**config.mk**
```make
export PLATFORM = sky130hd
export DESIGN_NAME = ser32b_8b_buf
export DESIGN_NICKNAME = d
export VERILOG_FILES = /design/src/rtl/ser32b_8b_buf.sv
export SDC_FILE = /design/constraint.sdc
export NUM_CORES = 1
export LEC_CHECK = 0
export CAP_MARGIN = 20
export CORE_MARGIN = 2
export CORE_UTILIZATION = 55
export CTS_CLUSTER_DIAMETER = 50
export DETAILED_ROUTE_END_ITERATION = 8
export HOLD_SLACK_MARGIN = 0.1
export PLACE_DENSITY = 0.75
export SYNTH_ARGS = -nofsm -noshare
export SYNTH_HDL_FRONTEND = slang
export SYNTH_SLANG_ARGS = --single-unit
```
**constraint.sdc**
```tcl
create_clock -name clock4 -period 5.95 [get_ports clock4]
set_clock_uncertainty 0.05 [all_clocks]
set_input_delay 1.4875 -clock clock4 [delete_from_list [all_inputs] [get_ports clock4]]
set_output_delay 1.4875 -clock clock4 [all_outputs]
set_load 0.02 [all_outputs]
```
**src/rtl/ser32b_8b_buf.sv**
```systemverilog
// ser32b_8b_buf: 4-word input FIFO feeding a 32b->8b serializer.
// Bytes leave most-significant first; sof_out flags byte 0 of each word.
// Optional macro SER_IDLE_K_EN: the idle byte is K28.5 (8'hBC) instead of 8'h00.
module ser32b_8b_buf (
  input  logic        clock4,
  input  logic        reset_L,
  input  logic [31:0] data_in,
  input  logic        valid_in,
  output logic        ready_out,
  output logic [7:0]  data_out,
  output logic        valid_out,
  output logic        sof_out,
  output logic        overflow_err
);

`ifdef SER_IDLE_K_EN
  localparam logic [7:0] IDLE_BYTE = 8'hBC;
`else
  localparam logic [7:0] IDLE_BYTE = 8'h00;
`endif

  typedef enum logic {IDLE, SEND} state_t;

  // FIFO storage and control
  logic [31:0] mem [4];
  logic [1:0]  wr_ptr;
  logic [1:0]  rd_ptr;
  logic [2:0]  count;
  logic        push;
  logic        pop;
  logic [31:0] head;

  // Serializer state
  state_t      state;
  state_t      state_nxt;
  logic [31:0] shift_q;
  logic [31:0] shift_nxt;
  logic [1:0]  idx;
  logic [1:0]  idx_nxt;
  logic [7:0]  data_nxt;
  logic        valid_nxt;
  logic        sof_nxt;

  assign ready_out = (count != 3'd4);
  assign push      = valid_in & ready_out;
  assign head      = mem[rd_ptr];

  // FIFO storage: data only, never reset; flushing is done by clearing the pointers
  always_ff @(posedge clock4) begin
    if (push) begin
      mem[wr_ptr] <= data_in;
    end
  end

  // FIFO pointers, occupancy and sticky overflow flag
  always_ff @(posedge clock4 or negedge reset_L) begin
    if (!reset_L) begin
      wr_ptr       <= 2'd0;
      rd_ptr       <= 2'd0;
      count        <= 3'd0;
      overflow_err <= 1'b0;
    end else begin
      if (push) begin
        wr_ptr <= wr_ptr + 2'd1;
      end
      if (pop) begin
        rd_ptr <= rd_ptr + 2'd1;
      end
      unique case ({push, pop})
        2'b10:   count <= count + 3'd1;
        2'b01:   count <= count - 3'd1;
        default: count <= count;
      endcase
      if (valid_in && !ready_out) begin
        overflow_err <= 1'b1;
      end
    end
  end

  // Serializer next-state and next-output decode; a pop happens whenever the
  // link would otherwise go idle or the last byte of a word is on the wire
  always_comb begin
    state_nxt = state;
    idx_nxt   = idx;
    shift_nxt = shift_q;
    data_nxt  = IDLE_BYTE;
    valid_nxt = 1'b0;
    sof_nxt   = 1'b0;
    pop       = 1'b0;
    unique case (state)
      IDLE: begin
        if (count != 3'd0) begin
          pop       = 1'b1;
          shift_nxt = {head[23:0], 8'h00};
          data_nxt  = head[31:24];
          valid_nxt = 1'b1;
          sof_nxt   = 1'b1;
          idx_nxt   = 2'd0;
          state_nxt = SEND;
        end
      end
      SEND: begin
        if (idx != 2'd3) begin
          shift_nxt = {shift_q[23:0], 8'h00};
          data_nxt  = shift_q[31:24];
          valid_nxt = 1'b1;
          idx_nxt   = idx + 2'd1;
        end else if (count != 3'd0) begin
          // back-to-back: next word's byte 0 follows with no bubble
          pop       = 1'b1;
          shift_nxt = {head[23:0], 8'h00};
          data_nxt  = head[31:24];
          valid_nxt = 1'b1;
          sof_nxt   = 1'b1;
          idx_nxt   = 2'd0;
        end else begin
          idx_nxt   = 2'd0;
          state_nxt = IDLE;
        end
      end
      default: state_nxt = IDLE;
    endcase
  end

  // Serializer state and registered link outputs
  always_ff @(posedge clock4 or negedge reset_L) begin
    if (!reset_L) begin
      state     <= IDLE;
      idx       <= 2'd0;
      data_out  <= IDLE_BYTE;
      valid_out <= 1'b0;
      sof_out   <= 1'b0;
    end else begin
      state     <= state_nxt;
      idx       <= idx_nxt;
      data_out  <= data_nxt;
      valid_out <= valid_nxt;
      sof_out   <= sof_nxt;
    end
  end

  // Shift register holds payload only; its contents are ignored outside SEND
  always_ff @(posedge clock4) begin
    shift_q <= shift_nxt;
  end

endmodule

```
Word level (Yosys, flattened, before mapping):

Memory sizes are Yosys's and may differ from the RTL's.
Cells that the tools add are included.

* word-level logic and storage cells: 43
* memory bits (writable): 128
* output and inout bits: 12
* register bits after elaboration: 52
* memories: 1
* bits of input ports: 35

* reduce and logical (&&, ||, !) cells: 4
* bitwise operators: 2
* $add $sub $neg: 5
* equal/unequal tests: 5
* mux-type cells: 17

Memory list
* mem: words 4, width 32, rd ports 1, clocked after memory_dff 0, write ports 1, line 25 `logic [31:0] mem [4];`

Operator list (number)
* 32-bit two-way mux: 2
* 32-bit one-hot mux with 2 select lines: 1
* 8-bit two-way mux: 2
* 8-bit one-hot mux with 2 select lines: 1
* 2-bit by 1-bit adder with 2-bit output, second input constant: 3
* 3-bit one-hot mux with 2 select lines: 1
* 1-bit two-way mux: 5
* 2-bit two-way mux: 2
* 2-bit != test, second input constant: 2
* 1-bit one-hot mux with 2 select lines: 2
* 2-bit one-hot mux with 2 select lines: 1
* 3-bit by 1-bit adder with 3-bit output, second input constant: 1
* 3-bit != test, second input constant: 1
* 3-bit nonzero test: 1
* 3-bit by 1-bit subtractor with 3-bit output, second input constant: 1
* 2-bit by 1-bit == test with 1-bit output, second input constant: 1
* 2-bit == test, second input constant: 1
* 2-bit nonzero test: 1
* 1-bit bitwise AND: 1
* 1-bit logical AND: 1
* 1-bit logical NOT: 1
* 1-bit NOT: 1

Logic depth before layout (Yosys ltp):

Gate-level depths: netlist of run 1.

* depth after elaboration: 6
* mapped depth: 11
* gate-level depth less buffers: 9

Worst setup path before layout of run 1:

No wires, ideal clock.

* path kind: input to register
* from: input port valid_in
* to: memory mem[0][0], enable pin
* data required time: 5.508 ns
* path slack: 2.859 ns
* data arrival time: 2.649 ns
* cell stages on the path: 2
* setup time: 0.392 ns
* path buffers: 0
* path through: nor2b_1 > and2_1

* cells in the longest elaborated chain, start to end: 3

Ends and longest elaborated chain
* start: declaration: line 8 `input logic valid_in,`
* 1-bit bitwise AND: line 45 `assign push = valid_in & ready_out;`
* 1-bit two-way mux: line 50 `if (push) begin`
* 1-bit two-way mux (not written as such): line 51 `mem[wr_ptr] <= data_in;`
* end: declaration: line 25

Every way passes these cells.

Worst setup path in the final report of run 1:

* from: register count[0]
* to: output port ready_out

* cells in the longest elaborated chain, start to end: 1

Ends and longest elaborated chain
* start: declaration: line 28 `logic [2:0] count;`
* start signal: assignment: line 70 `2'b10: count <= count + 3'd1;`
* start signal: assignment: line 71 `2'b01: count <= count - 3'd1;`
* start signal: assignment: line 72 `default: count <= count;`
* 3-bit != test: line 44 `assign ready_out = (count != 3'd4);`
* end: declaration: line 9 `output logic ready_out,`

Every way passes these cells.

==> results.txt, run 1 <==
----------------------------------------------------
[Clock tree]
  Clock insertion delay at the later pin of the skew report ... 0.41 ns
  Root Buffer Master ... sky130_fd_sc_hd__clkbuf_16
  Setup Buffers After CTS ... 0
  Clock transition at the registers of the reported paths ... 0.06 ns
  Cts repair resizes ... 0
  H-tree lvl count ... 4
  Post-CTS Hold Buffers ... 0
  TritonCTS clock tree ... done
  Number of sinks handled by clock tree synthesis ... 180
  Worst-case clock buffer depth ... 2
  Number of buffers created by CTS ... 17

[Job]
  Reported max-cap violation count ... 0

[Finish]
  # nets final ... 433
  Most common library cell in the layout ignoring fill and taps ... sky130_fd_sc_hd__edfxtp_1
  Number of diodes ... 0
  Highest-count cells in the layout ignoring fill and taps ... 128 x sky130_fd_sc_hd__edfxtp_1, 46 x sky130_fd_sc_hd__clkdlybuf4s50_1, 36 x sky130_fd_sc_hd__and2_1
  Fraction of final layout cells with drive strength greater than 1 ... 17.8%
  Synth-to-layout area growth ... 17.4%
  Final Non-Filler Cells ... 551

[Global route]
  Number of global-route vias before repair ... 3293
  Global routing usage summed across all routing layers ... 18.9%
  Global-route wire length before repair ... 17.8 mm
  Pin count of the biggest net entering global routing ... 36
  Total gr overflow ... 0
  Initial antenna violation count ... 0

[Detailed routing]
  Vias per cell ... 5.79
  Number of optimization iterations in the first detailed-route pass ... 4
  Post-detailed-route DRC marker count ... 0
  Routed wire length ... 11.2 mm
  Number of DRC markers in iteration 0 ... 246
  Via count of the routed design ... 3191
  Wire per inst ... 20.4 um
  Number of nets with antenna violations after detailed routing ... 0

[Setup path]
  Capturing element type of the critical path ... output port
  Critical path arrival ... 1.80 ns
  Worst reg2reg setup slack ... around 3.4 ns
  Crit path max fanout ... 4
  Startpoint type of the worst setup path ... flop
  Worst endpoint required time ... 4.41 ns
  Destination of the worst register-to-register timing path ... count[2]
  Number of cells on the worst reg-to-reg path ... 11
  Critical path class ... flop to output port
  Reg-to-reg startpoint ... idx[0]

[Die]
  Die Y ... roughly 110 um
  Number of primary I/O pins ... 47
  Starting Density ... a little under three fifths
  DIE AREA ... between 10000 and 15000 sq um
  Floorplan row count ... 40
  Die X-Extent ... 114 um
  Placeable Area ... 11900 sq um

[Placed design]
  Placed cells ... 519
  Quantity of I/O buffers inserted on ports ... 46
  Post-detail-place hpwl ... 6.56 mm
  Routability-driven placement congestion ratio ... 0.710

[Synthesis]
  Combinational family with the most area after synthesis ... multiplexers
  Post-synthesis mux area share ... 11.3%
  Register area share after synthesis ... around 75%
  Simple-gate portion of the synthesized area ... about 4.4%
  Post-synthesis cell area ... roughly 6700 sq um
  Synth area leader ... sky130_fd_sc_hd__edfxtp_1
  Most frequently used flop master after synthesis ... sky130_fd_sc_hd__edfxtp_1
  Share of the synthesized area in the top cell type ... 57.7%
  Post-synthesis compound-gate area fraction ... under 10%
  Cells taking the most area after synthesis ... sky130_fd_sc_hd__edfxtp_1 58%, sky130_fd_sc_hd__mux4_2 9.8%, sky130_fd_sc_hd__dfxtp_1 9.6%
  Mean cell area of the mapped netlist ... between 15 and 20 sq um
  Asr flop ratio synth ... 11.1%
  Number of warning messages in the yosys log ... 0
  Flip-flop and latch count after synthesis ... 180
  Library cells used by synthesis ... 29
  Instance count of the mapped netlist ... 337
  Syn Nets ... around 380
  Parity-gate share of the synthesized area counting xor and xnor cells ... 0.789%
  Post-synthesis adder-cell area fraction ... under 10%
  Number of synthesized flops with an enable pin ... 128

[Power]
  Switching power as a share of total power ... 28.1%
  PD cells ... 506 nW/um^2
  Comb pwr share ... 26.8%
  Internal Pwr Total ... 2.85 mW
  Relative contribution of sequential cells to total power ... 45.9%
  Switching power ... ~1.1 mW
  Static Leak ... 2.76 nW
  Worst ir drop on vdd ... 247 uV
  Fraction of power consumed by the clock network ... 27.4%

[STA]
  Final critical-path share of the clock period ... a little under three fifths
  Final total negative setup slack ... 0 ns
  Final setup viols ... 0
  Maximum frequency from static timing analysis ... about 300 MHz
  Final critical delay including setup and external delays ... 3.33 ns
  Number of pins with negative max-slew slack in the final report ... 0
  Least-Margin Pin Slew ... 0.882 ns
  Max-slew headroom ... about 40%
  RSZ-0062 raised after global routing ... false
  Count of final hold-check violations ... 0

[Worst hold path]
  Launch point of the worst hold path ... shift_q[3]
  Capture endpoint of the worst hold path ... shift_q[3]
  Cell depth of the worst hold path ... 1
  Class of the tightest hold or removal check ... flop to flop

[Outcome]
  Run status ... finished clean

----------------------------------------------------
-- synth_stat cells, types with 3 or more instances --
library cell and instances:
sky130_fd_sc_hd__xor2_1 4, sky130_fd_sc_hd__ha_1 6, sky130_fd_sc_hd__a22o_1 8, sky130_fd_sc_hd__edfxtp_1 128
sky130_fd_sc_hd__and2_1 36, sky130_fd_sc_hd__mux4_1 3, sky130_fd_sc_hd__clkbuf_1 7, sky130_fd_sc_hd__a221o_1 24
sky130_fd_sc_hd__buf_2 8, sky130_fd_sc_hd__dfxtp_1 32, sky130_fd_sc_hd__dfrtp_1 20, sky130_fd_sc_hd__inv_1 9
sky130_fd_sc_hd__nor2b_1 3, sky130_fd_sc_hd__mux4_2 29
-- sequential cells by signal, summed over array words and instances (netlist names) --
name	flops
mem	128
shift_q	32
data_out	8
count	3
idx	2
rd_ptr	2
wr_ptr	2
overflow_err	1
sof_out	1
state	1
-- final cells by class --
class	instances	area [sq um]
clock buffers	20	437
clock inverters	12	139
fillers	801	4090
inverters	9	33.8
multi-input cells	129	1530
flip-flops and latches	180	4990
well taps	147	184
repair buffers	54	520
-- power groups by stage --
| stage | clock [mW] | sequential [mW] | combinational, mW |
|---|---|---|---|
| 2_1_floorplan | 0 | 1.80 | 0.801 |
| 3_3_place_gp | 0 | 1.83 | 1.04 |
| 4_1_cts | 1.10 | 1.82 | 1.07 |
| 3_5_place_dp | 0 | 1.84 | 1.07 |
| 6_report | 1.08 | 1.82 | 1.06 |
| 5_1_grt | 1.15 | 1.84 | 1.15 |
-- worst max-delay path by stage --
stage | start | to | slack [ns]
final | count[0] | ready_out | 2.62
after global routing | count[0] | ready_out | 2.50
after floorplan | valid_in | mem[0][0] | 2.86
after CTS | count[0] | ready_out | 2.59
after detailed placement | valid_in | count[2] | 2.48
after global placement | valid_in | count[2] | 2.53
-- critical path, cell delays in order (launching register included) --
cell and delay [ns]:
sky130_fd_sc_hd__dfrtp_1 0.42, sky130_fd_sc_hd__nor3b_1 0.35, sky130_fd_sc_hd__inv_1 0.07, sky130_fd_sc_hd__clkdlybuf4s50_1 0.54
-- metal layers --
| metal | vias to the layer above | global-route usage, % | routed length [um] |
|---|---|---|---|
| met4 | 0 | 7.80 | 174 |
| met3 | 14 | 4.29 | 535 |
| met1 | 1659 | 25.0 | 4890 |
| met5 | - | 0 | 0 |
| li1 | 1441 | - | - |
| met2 | 77 | 30.6 | 5640 |
-- per-stage QoR --
stage / instance area (sq um) / setup WS (ns) / util, % / total power, mW / hold WS [ns]
floorplan: 6660 / 2.86 / - / 2.60 / 0.371
global placement: 7250 / 2.53 / 60.9 / 2.87 / 0.383
detailed placement: 7250 / 2.48 / 60.9 / 2.91 / 0.385
CTS: 7830 / 2.59 / 65.7 / 3.99 / 0.405
global route: 7830 / 2.50 / 65.7 / 4.15 / 0.421
finish: 7830 / 2.62 / 65.7 / 3.96 / 0.403
-- cells by family (layout without fill, tap and decap cells) --
group | after synthesis | after routing
AND/OR/NAND/NOR | 47 | 47
adder cells (fa/ha/maj) | 7 | 7
flip-flops | 180 | 180
AO/OA/AOI/OAI | 35 | 35
multiplexers | 34 | 34
XOR/XNOR | 6 | 6
buffers and inverters | 28 | 95
No activity file was read; power rests on OpenSTA's default activity.
==> inputs of run 2 (changes only) <==
- CORE_UTILIZATION: 55 -> 52
- clock period: 5.95 -> 2.9 ns (I/O delays scaled with it)
==> results.txt, run 2 (synthesis results as in run 1) <==
----------------------------------------------------
[Outcome]
  Run status ... finished clean

[Placed design]
  Placed cell areas ... 7370 sq um
  Post-Place Setup Slack ... 0.343 ns
  Placed cells ... 547
  Routability-driven placement congestion ratio ... 0.667
  Quantity of I/O buffers inserted on ports ... 46
  Post-detail-place hpwl ... 6.46 mm

[Finish]
  Largest reg by FF count ... mem
  Post-route cell area ... 7920 sq um
  Largest registers ... mem (128), shift_q (32), data_out (8)
  Utilization of the core after routing ... 63.0%
  Fraction of final layout cells with drive strength greater than 1 ... roughly a fifth
  Most common library cell in the layout ignoring fill and taps ... sky130_fd_sc_hd__edfxtp_1
  Final Non-Filler Cells ... 579
  # nets final ... ~440
  Max FFs per register ... 128
  Highest-count cells in the layout ignoring fill and taps ... 128 x sky130_fd_sc_hd__edfxtp_1, 46 x sky130_fd_sc_hd__clkdlybuf4s50_1, 36 x sky130_fd_sc_hd__and2_1
  Synth-to-layout area growth ... 18.8%
  Number of diodes ... 0

[Setup path]
  Worst stage delay on the critical path ... 0.54 ns
  Critical path class ... flop to output port
  Startpoint type of the worst setup path ... flop
  Capturing element type of the critical path ... output port
  Worst endpoint required time ... 2.12 ns
  Crit path max fanout ... 4
  Critical path arrival ... 1.80 ns
  Cell with the largest stage delay on the worst path ... sky130_fd_sc_hd__clkdlybuf4s50_1
  Cells traversed along the worst timing path ... nor3b_1, inv_1, clkdlybuf4s50_1

[Global route]
  Number of global-route vias before repair ... 3255
  Initial antenna violation count ... 0
  Global-route wire length before repair ... 17.6 mm
  Pin count of the biggest net entering global routing ... 35
  Total gr overflow ... 0
  Global routing usage summed across all routing layers ... 18.0%

[Clock tree]
  Worst-case clock buffer depth ... 2
  Cts repair resizes ... 0
  Post-CTS Hold Buffers ... 0
  Number of sinks handled by clock tree synthesis ... 180
  Root Buffer Master ... sky130_fd_sc_hd__clkbuf_16
  Setup Buffers After CTS ... 0
  Number of buffers created by CTS ... 17
  Clock insertion delay at the later pin of the skew report ... 0.42 ns
  H-tree lvl count ... 4
  TritonCTS clock tree ... done
  Clock transition at the registers of the reported paths ... 0.06 ns

[Power]
  Relative contribution of sequential cells to total power ... 45.2%
  Fraction of power consumed by the clock network ... 26.1%
  Switching power ... 2.36 mW
  PD cells ... 1020 nW/um^2
  Internal Pwr Total ... 5.72 mW
  Switching power as a share of total power ... around 30%
  Post-layout total power ... slightly above 8 mW
  Comb pwr share ... ~29%
  Static Leak ... 2.79 nW
  Worst ir drop on vdd ... 444 uV

[STA]
  Max-slew headroom ... a little over two fifths
  RSZ-0062 raised after global routing ... false
  Worst hold slack ... 0.412 ns
  Final setup viols ... 0
  Final total negative setup slack ... 0 ns
  Final critical-path share of the clock period ... 88.7%
  Min setup slack post-route ... 0.328 ns
  Maximum frequency from static timing analysis ... ~400 MHz
  Least-Margin Pin Slew ... 0.868 ns
  Final critical delay including setup and external delays ... 2.57 ns
  Number of pins with negative max-slew slack in the final report ... 0
  Count of final hold-check violations ... 0

[Job]
  Reported max-cap violation count ... 0

[Detailed routing]
  Number of nets with antenna violations after detailed routing ... 0
  Number of optimization iterations in the first detailed-route pass ... 4
  Post-detailed-route DRC marker count ... 0
  Vias per cell ... about 5.5
  Via count of the routed design ... about 3200
  Number of DRC markers in iteration 0 ... 159
  Wire per inst ... between 15 and 20 um
  Routed wire length ... around 11 mm

[Die]
  Placeable Area ... 12600 sq um
  Starting Density ... 53.0%
  Floorplan row count ... 41
  Die Y ... ~120 um
  Die X-Extent ... 117 um
  DIE AREA ... 13700 sq um
  Number of primary I/O pins ... 47

[Worst hold path]
  Class of the tightest hold or removal check ... flop to flop

----------------------------------------------------
-- run 2: final timing paths --
kind / end / slack (ns) / from / cells after the start
setup / recovery: ready_out / 0.33 / count[0] / 3
hold / removal: shift_q[2] / 0.41 / shift_q[2] / 1
setup reg to reg: count[2] / 0.77 / count[0] / 9
hold reg to reg: shift_q[2] / 0.41 / shift_q[2] / 1
max in group asynchronous: rd_ptr[0] / 1.47 / reset_L / 1
min in group asynchronous: rd_ptr[0] / 0.74 / reset_L / 1
-- run 2: power groups by stage --
stage | clock network, mW | registers, mW | logic, mW
finish | 2.11 | 3.65 | 2.32
global route | 2.26 | 3.71 | 2.53
CTS | 2.14 | 3.66 | 2.37
detailed placement | 0 | 3.71 | 2.36
global placement | 0 | 3.67 | 2.29
floorplan | 0 | 3.69 | 1.64
-- run 2: layout make-up --
| class | instances | area (sq um) |
|---|---|---|
| sequential | 180 | 4990 |
| clock inverter | 14 | 98.8 |
| timing repair buffer | 57 | 606 |
| multi-input combinational | 129 | 1530 |
| inverter | 9 | 33.8 |
| clock buffer | 18 | 450 |
| tap | 172 | 215 |
| fill | 875 | 4650 |
-- run 2: critical path: cells and delay by family (launching register included) --
kind          cells  cell delay [ns]
simple gates      1             0.34
flops             1             0.42
buf+inv           2             0.61
-- run 2: metal layers --
layer  GRT usage (%)  share of wire [%]  vias to the layer above
li1                -                  -                     1452
met1            22.6                 43                     1642
met2            30.1                 53                       57
met3            5.05                3.2                       12
met4            6.51                1.4                        0
met5               0                  0                        -
==> inputs of run 3 (changes only) <==
==> constraint.sdc (replaced) <==
create_clock -name clock4 -period 2.9 [get_ports clock4]
set_clock_uncertainty 0.05 [all_clocks]
set_input_delay 0.435 -clock clock4 [delete_from_list [all_inputs] [get_ports clock4]]
set_output_delay 0.435 -clock clock4 [all_outputs]
set_load 0.02 [all_outputs]
==> results.txt, run 3 (synthesis results as in run 1) <==
----------------------------------------------------
[Clock tree]
  Clock insertion delay at the later pin of the skew report ... 0.41 ns
  Worst-case clock buffer depth ... 2
  Number of buffers created by CTS ... 17
  Root Buffer Master ... sky130_fd_sc_hd__clkbuf_16
  Number of sinks handled by clock tree synthesis ... 180
  Clock transition at the registers of the reported paths ... ~0.060 ns
  H-tree lvl count ... 4
  TritonCTS clock tree ... done
  Setup Buffers After CTS ... 0
  Post-CTS Hold Buffers ... 0
  Cts repair resizes ... 0

[Detailed routing]
  Via count of the routed design ... 3220
  Vias per cell ... 5.55
  Number of nets with antenna violations after detailed routing ... 0
  Number of DRC markers in iteration 0 ... roughly 280
  Wire per inst ... 19.8 um
  Routed wire length ... 11.5 mm
  Post-detailed-route DRC marker count ... 0
  Number of optimization iterations in the first detailed-route pass ... 5

[Global route]
  Number of global-route vias before repair ... ~3300
  GRT met3 Usage ... 5.20%
  Global-route wire length before repair ... 18.0 mm
  Initial antenna violation count ... 0
  Busiest layer in global routing ... met2
  Global routing usage summed across all routing layers ... 18.4%
  Met1 demand-to-capacity share in global routing ... 23.2%
  Pin count of the biggest net entering global routing ... 35
  Grt met2 use ... 31.3%
  Total gr overflow ... 0

[Placed design]
  Placed cell areas ... 7360 sq um
  Quantity of I/O buffers inserted on ports ... 46
  Post-Place Setup Slack ... about 0.54 ns
  Routability-driven placement congestion ratio ... roughly 0.68
  Post-detail-place hpwl ... 6.80 mm

[Die]
  Floorplan row count ... 41
  Placeable Area ... 12600 sq um
  Starting Density ... a little over half
  DIE AREA ... 13700 sq um
  Die X-Extent ... 117 um
  Die Y ... 117 um
  Number of primary I/O pins ... 47

[STA]
  Final setup viols ... 0
  Max-slew headroom ... 38.6%
  Min setup slack post-route ... 0.625 ns
  RSZ-0062 raised after global routing ... false
  Least-Margin Pin Slew ... 0.919 ns
  Final total negative setup slack ... 0 ns
  Count of final hold-check violations ... 0
  Final critical delay including setup and external delays ... 2.28 ns
  Number of pins with negative max-slew slack in the final report ... 0
  Final critical-path share of the clock period ... 78.5%
  Maximum frequency from static timing analysis ... roughly 440 MHz

[Worst hold path]
  Capture endpoint of the worst hold path ... shift_q[4]
  Cell depth of the worst hold path ... 1
  Class of the tightest hold or removal check ... flop to flop
  Launch point of the worst hold path ... shift_q[4]

[Power]
  PD cells ... between 1000 and 1500 nW/um^2
  Static Leak ... approximately 2.8 nW
  Worst ir drop on vdd ... 555 uV

[Finish]
  Synth-to-layout area growth ... 19.0%
  Most common library cell in the layout ignoring fill and taps ... sky130_fd_sc_hd__edfxtp_1
  # nets final ... 437
  Max FFs per register ... 128
  Highest-count cells in the layout ignoring fill and taps ... 128 x sky130_fd_sc_hd__edfxtp_1, 46 x sky130_fd_sc_hd__clkdlybuf4s50_1, 36 x sky130_fd_sc_hd__and2_1
  Number of diodes ... 0
  Fraction of final layout cells with drive strength greater than 1 ... 18.9%
  Post-route cell area ... 7930 sq um
  Largest reg by FF count ... mem
  Largest registers ... mem (128), shift_q (32), data_out (8)

[Setup path]
  Capturing element type of the critical path ... output port
  Reg-to-reg startpoint ... count[0]
  Worst reg2reg setup slack ... 0.72 ns
  Worst stage delay on the critical path ... around 0.54 ns
  Cells traversed along the worst timing path ... nor3b_1, inv_1, clkdlybuf4s50_1
  Worst endpoint required time ... 2.41 ns
  Destination of the worst register-to-register timing path ... count[2]
  Critical path class ... flop to output port
  Number of cells on the worst reg-to-reg path ... 10
  Launching element of the worst setup path ... count[0]
  Crit path max fanout ... 4
  Cell with the largest stage delay on the worst path ... sky130_fd_sc_hd__clkdlybuf4s50_1
  Startpoint type of the worst setup path ... flop
  Critical path arrival ... about 1.8 ns

[Job]
  Reported max-cap violation count ... 0

[Outcome]
  Run status ... finished clean

----------------------------------------------------
run 3: how the worst max path moves through the flow:
stage,to,slack (ns),cells after the start
finish,ready_out,0.62,3
floorplan,count[2],0.60,10
CTS,ready_out,0.58,3
global placement,count[2],0.59,10
global route,ready_out,0.52,3
detailed placement,count[2],0.54,10
run 3: critical path: cells and delay by family, from the launching register on:
kind	cells	cell delay, ns
buf+inv	2	0.62
simple gates	1	0.34
flops	1	0.42
run 3: layer usage:
layer,vias to the layer above,routed length (um),part of all wire [%]
met1,1680,4870,42
met4,0,131,1.1
met3,11,438,3.8
li1,1452,-,-
met5,-,0,0
met2,77,6020,53
run 3: per-stage QoR:
stage	util [%]	total power, mW	hold slack, ns	std cells
floorplan	-	5.33	0.0894	337
global placement	58.6	5.97	0.383	548
detailed placement	58.6	6.07	0.385	548
CTS	63.1	8.20	0.405	580
global route	63.1	8.50	0.413	580
finish	63.1	8.11	0.405	580
run 3: cell type report:
| type | instances | area, sq um |
|---|---|---|
| Clock buffer | 22 | 497 |
| Clock inverter | 10 | 70.1 |
| Fill cell | 839 | 4640 |
| Sequential cell | 180 | 4990 |
| Timing Repair Buffer | 58 | 601 |
| Multi-Input combinational cell | 129 | 1530 |
| Inverter | 9 | 33.8 |
| Tap cell | 172 | 215 |
run 3: power breakdown:
group / leakage (nW) / total (mW) / switching (mW) / internal [mW]
sequential: 1.67 / 3.65 / 0.239 / 3.41
combinational: 0.839 / 2.33 / 1.18 / 1.14
clock: 0.277 / 2.13 / 0.906 / 1.22
total: 2.79 / 8.11 / 2.33 / 5.78
